File: src/rtl/spi_msg_sequencer_if.sv
// Bus bundle between the QSPI pin logic, the message consumer and the
// streaming data source. The sequencer uses the slave view; the host side
// (pins plus data source) uses the master view.
interface spi_msg_sequencer_if;
  logic        spi_cs;      // active-high select, synchronous to spi_clk
  logic [3:0]  din;         // registered spi_d[3:0] input nibble
  logic [7:0]  dout;        // [7:4] hi-byte nibble lane, [3:0] lo-byte nibble lane
  logic        dout_en;     // spi_d output enable
  logic        msg_valid;   // one-cycle pulse, msg_type/msg_arg valid
  logic [7:0]  msg_type;    // message bits [63:56]
  logic [55:0] msg_arg;     // message bits [55:0]
  logic        msg_err;     // one-cycle pulse, unknown message type
  logic        data_ready;  // sequencer takes a word on this edge if data_valid
  logic        data_valid;  // stream word available
  logic [15:0] data;        // stream word
  logic        underrun;    // sticky until cs drops: a stream slot found no word

  modport master (
    output spi_cs, din, data_valid, data,
    input  dout, dout_en, msg_valid, msg_type, msg_arg, msg_err, data_ready, underrun
  );

  modport slave (
    input  spi_cs, din, data_valid, data,
    output dout, dout_en, msg_valid, msg_type, msg_arg, msg_err, data_ready, underrun
  );
endinterface

File: src/rtl/spi_msg_sequencer.sv
// QSPI message sequencer. One transaction per spi_cs assertion:
//   dummy edges -> 64-bit message in 4-bit nibbles -> type decode during the
//   turnaround -> response (echo of the argument, a 16-bit data stream, or
//   nothing). Every output is a register so the pad logic sees clean timing.
// Response words are 16 bits and take two edges each: slot A carries the
// high nibble of each byte, slot B the low nibble, on the two byte lanes.
module spi_msg_sequencer #(
  parameter int unsigned MsgLen      = 64,
  parameter int unsigned DummyCycles = 2,
  parameter int unsigned TurnCycles  = 4
) (
  input  logic                spi_clk,
  input  logic                spi_rst_,
  spi_msg_sequencer_if.slave  bus
);

  // Edge counter covers the longer of the message phase and the turnaround.
  localparam int unsigned NibbleCount = MsgLen / 4;
  localparam int unsigned CntMax      = (NibbleCount > TurnCycles) ? NibbleCount : TurnCycles;
  localparam int unsigned CntWidth    = $clog2(CntMax + 1);

  localparam logic [CntWidth-1:0] LastDummy  = CntWidth'(DummyCycles - 1);
  localparam logic [CntWidth-1:0] LastNibble = CntWidth'(NibbleCount - 1);
  localparam logic [CntWidth-1:0] LastTurn   = CntWidth'(TurnCycles - 1);
  // The stream source is asked for word 0 one edge before the first slot.
  localparam logic [CntWidth-1:0] PrepTurn   = CntWidth'(TurnCycles - 2);

  typedef enum logic [2:0] {
    ST_IDLE,
    ST_DUMMY,
    ST_RECV,
    ST_TURN,
    ST_ECHO,
    ST_STREAM,
    ST_DONE
  } state_e;

  typedef enum logic [1:0] {
    KIND_ECHO,
    KIND_READ,
    KIND_NOOP,
    KIND_ERR
  } kind_e;

  // Slot A: high nibble of each byte of the word.
  function automatic logic [7:0] slot_a(input logic [15:0] w);
    slot_a = {w[15:12], w[7:4]};
  endfunction

  // Slot B: low nibble of each byte of the word.
  function automatic logic [7:0] slot_b(input logic [15:0] w);
    slot_b = {w[11:8], w[3:0]};
  endfunction

  // Message type to response kind; anything unlisted is an error.
  function automatic kind_e decode_type(input logic [7:0] typ);
    case (typ)
      8'h00:   decode_type = KIND_ECHO;
      8'h01:   decode_type = KIND_READ;
      8'hFF:   decode_type = KIND_NOOP;
      default: decode_type = KIND_ERR;
    endcase
  endfunction

  state_e                state_r;
  kind_e                 kind_r;
  logic [CntWidth-1:0]   cnt_r;
  logic [MsgLen-1:0]     shift_r;     // message in RECV, echo words afterwards
  logic [15:0]           word_r;      // stream word currently on the bus
  logic                  slot_b_r;    // next response edge drives slot B
  logic [7:0]            dout_r;
  logic                  dout_en_r;
  logic                  msg_valid_r;
  logic [7:0]            msg_type_r;
  logic [55:0]           msg_arg_r;
  logic                  msg_err_r;
  logic                  data_ready_r;
  logic                  underrun_r;

  logic [MsgLen-1:0]     msg_next_s;
  logic [15:0]           echo_word_s;
  logic [15:0]           fetch_word_s;
  kind_e                 kind_next_s;

  // Next message value, current echo word and the word a stream slot fetches.
  always_comb begin
    msg_next_s  = {shift_r[MsgLen-5:0], bus.din};
    echo_word_s = shift_r[MsgLen-1 -: 16];
    kind_next_s = decode_type(msg_next_s[MsgLen-1 -: 8]);
    if (bus.data_valid) begin
      fetch_word_s = bus.data;
    end else begin
      fetch_word_s = 16'hFFFF;
    end
  end

  // Transaction sequencer: state, counters, shift register and all outputs.
  always_ff @(posedge spi_clk or negedge spi_rst_) begin
    if (!spi_rst_) begin
      state_r      <= ST_IDLE;
      kind_r       <= KIND_NOOP;
      cnt_r        <= '0;
      shift_r      <= '0;
      word_r       <= 16'hFFFF;
      slot_b_r     <= 1'b0;
      dout_r       <= 8'hFF;
      dout_en_r    <= 1'b0;
      msg_valid_r  <= 1'b0;
      msg_type_r   <= 8'h00;
      msg_arg_r    <= 56'h0;
      msg_err_r    <= 1'b0;
      data_ready_r <= 1'b0;
      underrun_r   <= 1'b0;
    end else if (!bus.spi_cs) begin
      // Deselect aborts from any state; the last decoded message is kept.
      state_r      <= ST_IDLE;
      cnt_r        <= '0;
      slot_b_r     <= 1'b0;
      dout_r       <= 8'hFF;
      dout_en_r    <= 1'b0;
      msg_valid_r  <= 1'b0;
      msg_err_r    <= 1'b0;
      data_ready_r <= 1'b0;
      underrun_r   <= 1'b0;
    end else begin
      msg_valid_r <= 1'b0;
      msg_err_r   <= 1'b0;
      case (state_r)
        ST_IDLE: begin
          // This edge is already dummy edge 1.
          if (DummyCycles <= 1) begin
            state_r <= ST_RECV;
            cnt_r   <= '0;
          end else begin
            state_r <= ST_DUMMY;
            cnt_r   <= CntWidth'(1);
          end
        end

        ST_DUMMY: begin
          if (cnt_r == LastDummy) begin
            state_r <= ST_RECV;
            cnt_r   <= '0;
          end else begin
            cnt_r <= cnt_r + CntWidth'(1);
          end
        end

        ST_RECV: begin
          shift_r <= msg_next_s;
          if (cnt_r == LastNibble) begin
            state_r     <= ST_TURN;
            cnt_r       <= '0;
            msg_type_r  <= msg_next_s[MsgLen-1 -: 8];
            msg_arg_r   <= msg_next_s[MsgLen-9 -: 56];
            msg_valid_r <= 1'b1;
            kind_r      <= kind_next_s;
            msg_err_r   <= (kind_next_s == KIND_ERR);
          end else begin
            cnt_r <= cnt_r + CntWidth'(1);
          end
        end

        ST_TURN: begin
          // Drop the type byte and pad with 8'hFF: the register now holds the echo words.
          if (cnt_r == '0) begin
            shift_r <= {shift_r[MsgLen-9:0], 8'hFF};
          end
          if ((kind_r == KIND_READ) && (cnt_r == PrepTurn)) begin
            data_ready_r <= 1'b1;
          end
          if (cnt_r == LastTurn) begin
            case (kind_r)
              KIND_ECHO: begin
                state_r   <= ST_ECHO;
                dout_en_r <= 1'b1;
                dout_r    <= slot_a(echo_word_s);
                slot_b_r  <= 1'b1;
              end
              KIND_READ: begin
                state_r      <= ST_STREAM;
                dout_en_r    <= 1'b1;
                word_r       <= fetch_word_s;
                dout_r       <= slot_a(fetch_word_s);
                underrun_r   <= underrun_r | ~bus.data_valid;
                data_ready_r <= 1'b0;
                slot_b_r     <= 1'b1;
              end
              default: begin
                state_r <= ST_DONE;
              end
            endcase
          end else begin
            cnt_r <= cnt_r + CntWidth'(1);
          end
        end

        ST_ECHO: begin
          // After the four message words the fill is all ones; no wrap.
          if (slot_b_r) begin
            dout_r   <= slot_b(echo_word_s);
            shift_r  <= {shift_r[MsgLen-17:0], 16'hFFFF};
            slot_b_r <= 1'b0;
          end else begin
            dout_r   <= slot_a(echo_word_s);
            slot_b_r <= 1'b1;
          end
        end

        ST_STREAM: begin
          // Ready is raised during slot B so the next word lands in slot A.
          if (slot_b_r) begin
            dout_r       <= slot_b(word_r);
            data_ready_r <= 1'b1;
            slot_b_r     <= 1'b0;
          end else begin
            word_r       <= fetch_word_s;
            dout_r       <= slot_a(fetch_word_s);
            underrun_r   <= underrun_r | ~bus.data_valid;
            data_ready_r <= 1'b0;
            slot_b_r     <= 1'b1;
          end
        end

        ST_DONE: begin
          dout_r    <= 8'hFF;
          dout_en_r <= 1'b0;
        end

        default: begin
          state_r      <= ST_IDLE;
          dout_r       <= 8'hFF;
          dout_en_r    <= 1'b0;
          data_ready_r <= 1'b0;
        end
      endcase
    end
  end

  assign bus.dout       = dout_r;
  assign bus.dout_en    = dout_en_r;
  assign bus.msg_valid  = msg_valid_r;
  assign bus.msg_type   = msg_type_r;
  assign bus.msg_arg    = msg_arg_r;
  assign bus.msg_err    = msg_err_r;
  assign bus.data_ready = data_ready_r;
  assign bus.underrun   = underrun_r;

endmodule

File: src/flat_wrapper.sv
// flat-port wrapper written by rule: the top's interface ports become plain ports
module spi_msg_sequencer_flat 
#(
  parameter int unsigned MsgLen      = 64,
  parameter int unsigned DummyCycles = 2,
  parameter int unsigned TurnCycles  = 4
)
  (spi_clk, spi_rst_, bus_spi_cs, bus_din, bus_data_valid, bus_data, bus_dout, bus_dout_en, bus_msg_valid, bus_msg_type, bus_msg_arg, bus_msg_err, bus_data_ready, bus_underrun);
  spi_msg_sequencer_if bus_i ();
  input  logic spi_clk;
  input  logic spi_rst_;
  input wire logic [$bits(bus_i.spi_cs)-1:0] bus_spi_cs;
  input wire logic [$bits(bus_i.din)-1:0] bus_din;
  input wire logic [$bits(bus_i.data_valid)-1:0] bus_data_valid;
  input wire logic [$bits(bus_i.data)-1:0] bus_data;
  output wire logic [$bits(bus_i.dout)-1:0] bus_dout;
  output wire logic [$bits(bus_i.dout_en)-1:0] bus_dout_en;
  output wire logic [$bits(bus_i.msg_valid)-1:0] bus_msg_valid;
  output wire logic [$bits(bus_i.msg_type)-1:0] bus_msg_type;
  output wire logic [$bits(bus_i.msg_arg)-1:0] bus_msg_arg;
  output wire logic [$bits(bus_i.msg_err)-1:0] bus_msg_err;
  output wire logic [$bits(bus_i.data_ready)-1:0] bus_data_ready;
  output wire logic [$bits(bus_i.underrun)-1:0] bus_underrun;
  assign bus_i.spi_cs = bus_spi_cs;
  assign bus_i.din = bus_din;
  assign bus_i.data_valid = bus_data_valid;
  assign bus_i.data = bus_data;
  assign bus_dout = bus_i.dout;
  assign bus_dout_en = bus_i.dout_en;
  assign bus_msg_valid = bus_i.msg_valid;
  assign bus_msg_type = bus_i.msg_type;
  assign bus_msg_arg = bus_i.msg_arg;
  assign bus_msg_err = bus_i.msg_err;
  assign bus_data_ready = bus_i.data_ready;
  assign bus_underrun = bus_i.underrun;
  spi_msg_sequencer #(.MsgLen(MsgLen), .DummyCycles(DummyCycles), .TurnCycles(TurnCycles)) u_core (.spi_clk(spi_clk), .spi_rst_(spi_rst_), .bus(bus_i));
endmodule
File: config.mk
export PLATFORM = sky130hd
export DESIGN_NAME = spi_msg_sequencer_flat
export DESIGN_NICKNAME = d
export VERILOG_FILES = /design/src/rtl/spi_msg_sequencer_if.sv /design/src/rtl/spi_msg_sequencer.sv /design/src/flat_wrapper.sv
export SDC_FILE = /design/constraint.sdc
export NUM_CORES = 1
export LEC_CHECK = 0
export CAP_MARGIN = 20
export CORE_MARGIN = 3
export CORE_UTILIZATION = 40
export DETAILED_ROUTE_END_ITERATION = 10
export SKIP_LAST_GASP = 1
export SLEW_MARGIN = 0
export SYNTH_ARGS = -nofsm -noshare
export SYNTH_HDL_FRONTEND = slang
export SYNTH_SLANG_ARGS = --single-unit
File: constraint.sdc
create_clock -name spi_clk -period 2.43 [get_ports spi_clk]
set_input_delay 0.729 -clock spi_clk [delete_from_list [all_inputs] [get_ports spi_clk]]
set_output_delay 0.729 -clock spi_clk [all_outputs]
set_load 0.02 [all_outputs]
==> metrics.md, run 1 <==
| Metric | Value |
|---|---|
| Outcome | complete, no violations |
| Total GRT Usage | 18.9% |
| RSZ-0062 raised after global routing | false |
| Port Buffers | 100 |
| WL/cell | 17.8 microns |
| Synth Flop Type | dfrtp_1 |
| Library cells used by synthesis | 53 |
| Hpwl dp | 13.2 mm |
| Buf/Inv on CP | 1 |
| Leading cell types by total area after synthesis | dfrtp_1 (45%), mux2_2 (18%), dfstp_2 (5.7%) |
| Worst Path Required | 1.70 ns |
| Max IR drop VDD | 544 uV |
| Yosys Warn Count | 0 |
| Mux cell area share after synthesis | 20.4% |
| Clock slew at reported path FFs | 0.06 ns |
| Max Cap Violations | 0 |
| Commonest cells in the netlist | dfrtp_1 (143), mux2_2 (124), nand2_1 (114) |
| Period utilization | 94.2% |
| Max-slew violations | 0 |
| Fillcell total | 1,689 |
| Yosys top cell area share | 45.4% |
| Synth Area in Adders | 0.952% |
| Drt drc | 0 |
| Endpoints failing setup | 0 |
| Post-Syn Area | 7890 sq um |
| Setup skew after layout | 0.00971 ns |
| Area growth syn-to-layout | 25.7% |
| Crit-path max cell delay | 0.61 ns |
| # H-tree levels | 4 |
| Place WS | 0.0130 ns |
| Async set-reset flop share out of synthesis | 100% |
| Total power | 8.67 mW |
| Xor/xnor cell area share of the yosys netlist | 0.111% |
| Root Buffer | clkbuf_16 |
| Vias | 5,871 |
| Fin crit period | 2.29 ns |
| I/O pin cnt | 101 |
| Kind of critical path | flip-flop to primary output |
| Setup Buffers After CTS | 0 |
| Initial drt markers | 435 |
| Largest family of logic cells by synthesized area | multiplexers |
| Total negative slack | 0 ns |
| Syn Inst Count | 730 |
| Worst hold path class | primary input to asynchronous set/reset pin |
| CTS hold repair buffers | 0 |
| CP Max Fanout | 2 |
| First-pass GRT wire length | 33.1 mm |
| # clock sinks | 160 |
| Final WS setup | 0.140 ns |
| First drt pass iteration count | 6 |
| Largest net degree at the start of global routing | 62 |
| Layout net count | 854 |
| Post-synthesis simple-gate area fraction | 12.4% |
| Startpoint Class | flip-flop |
| CTS tree | built |
| Worst path arrival time | 1.56 ns |
| CTS buffer count | 17 |
| Initial antenna violation count | 0 |
| Top delay family on crit path | buffers and inverters |
| Row cnt | 50 |
| Share of layout cells above drive strength 1 | 24.6% |
| Count leader, synth | dfrtp_1 |
| Compound-Gate Fraction of Synth Area | 10.8% |
| GR Overflow Total | 0 |
| GP Congestion | 0.790 |
| Post-Syn Nets | 760 |
| Antenna viol nets, final | 0 |
| Placed Cells | 1,065 |
| EDFF count, synth | 0 |
| Cell Count, Final, Fillers Out | 1,096 |
| Pleak | 4.44 nW |
| Die Y | 146 microns |
| Routed wire length | 19.5 mm |
| CP Cell Sequence | clkdlybuf4s50_1 |
| Pwr Density | 875 nW/um^2 |
| Die ar. | 21,400 sq um |
| Final-report hold violation count | 0 |
| R2r endpoint | u_core.bus.msg_arg[52]$_DFFE_PN0P_ |
| Mean area per synthesized cell | 10.8 sq um |
| Vias in the first global route | 6,177 |
| Max Freq | 0.437 GHz |
| Ant. Diodes | 0 |
| Initial Utilization | 41.5% |
| Slowest cell on the critical path | clkdlybuf4s50_1 |
| Vias per cell | 5.36 |
| Cells resized by post-CTS repair | 0 |
| Critical Path Sink Type | primary output |
| Reg2reg start | u_core.cnt_r[0]$_DFFE_PN0P_ |
| Stages on the worst setup path | 1 |
| FF+latch count, synth | 160 |
| Max-slew headroom | 58.6% |
| Area of the core | 19,000 sq um |
| Sequential element share of the synthesized area | 51.0% |
| R2R setup slack | 0.21 ns |
| Clock buffer depth | 2 |
| Chip width | 146 microns |
| Yosys top cell by area | dfrtp_1 |
| Worst reg-to-reg path cell count | 7 |
| Clk_lat worst skew | 0.43 ns |
| Worst Tran Pin Value | 0.617 ns |
[cell usage in the layout (no fill, tap or decap), types with 5 or more instances in the layout]
master / synthesis / routed
o32a_1: 8 / 8
nor2_1: 61 / 61
a31oi_1: 48 / 48
clkbuf_16: 0 / 17
a21oi_1: 13 / 13
o21ai_0: 7 / 7
clkdlybuf4s50_1: 0 / 99
nand3_1: 5 / 5
inv_1: 27 / 27
o211ai_1: 6 / 6
mux2i_1: 21 / 21
nor2b_1: 7 / 7
o22ai_1: 6 / 6
mux2_2: 124 / 124
a22o_1: 5 / 5
o2bb2ai_1: 7 / 7
buf_12: 0 / 12
dfstp_2: 17 / 17
dfrtp_1: 143 / 142
nand2_1: 114 / 114
buf_4: 8 / 13
nand2b_1: 12 / 12
ha_1: 6 / 6
[registers in the layout (all words and copies together), names as in the netlist, 2 cells and up]
signal,count
u_core.shift_r,64
u_core.state_r,3
u_core.bus.msg_arg,56
u_core.kind_r,2
u_core.bus.dout,8
u_core.cnt_r,5
u_core.word_r,8
u_core.bus.msg_type,8
[power breakdown]
group	internal (mW)	leakage (nW)	total [mW]	switching, mW
clock network	1.64	0.273	2.71	1.07
logic	1.04	2.11	2.01	0.970
registers	3.17	2.06	3.95	0.775
[logic make-up after synthesis]
kind of cell    count (synthesis)
mux                           145
compound gates                120
xor+xnor                        1
buf+inv                        77
flops                         160
simple gates                  221
fa+ha+maj                       6
[stage by stage]
stage	utilization, %	hold WS, ns	area (sq um)
floorplan	-	0.433	7890
CTS	52.1	0.258	9910
global placement	49.0	0.472	9320
finish	52.1	0.247	9910
detailed placement	49.0	0.495	9320
global route	52.1	0.274	9910
[area by class of cell]
class                   instances  area, sq um  share of cell area, %
clock buffers                  22          454                   4.58
clock inverters                 9          134                   1.35
inverters                      27          101                   1.02
multi-input cells             493         3530                   35.6
flip-flops and latches        160         4030                   40.6
well taps                     260          325                   3.28
repair buffers                125         1340                   13.5
[worst max path at each step]
stage,startpoint,endpoint
final,u_core.bus.dout[3]$_DFFE_PN1P_,bus_dout[3]
after global routing,u_core.cnt_r[0]$_DFFE_PN0P_,u_core.bus.msg_arg[49]$_DFFE_PN0P_
after CTS,u_core.cnt_r[0]$_DFFE_PN0P_,u_core.bus.msg_arg[49]$_DFFE_PN0P_
after detailed placement,bus_spi_cs,u_core.bus.msg_arg[41]$_DFFE_PN0P_
after global placement,bus_spi_cs,u_core.bus.msg_arg[43]$_DFFE_PN0P_
after floorplan,u_core.cnt_r[0]$_DFFE_PN0P_,u_core.bus.msg_arg[12]$_DFFE_PN0P_
[layer usage]
metal / global-route usage (%) / part of all wire [%] / vias up
met5: 0 / 0 / -
met4: 5.83 / 1.6 / 0
met3: 3.82 / 4.4 / 26
met2: 30.9 / 48 / 148
met1: 25.5 / 46 / 2940
li1: - / - / 2757
(Power assumes the default switching activity.)
==> run 2: changes to the inputs <==
CAP_MARGIN = 10   (was 20)
==> results of run 2 <==
Same layout as run 1: the final DEF is identical, and so are final timing and power.
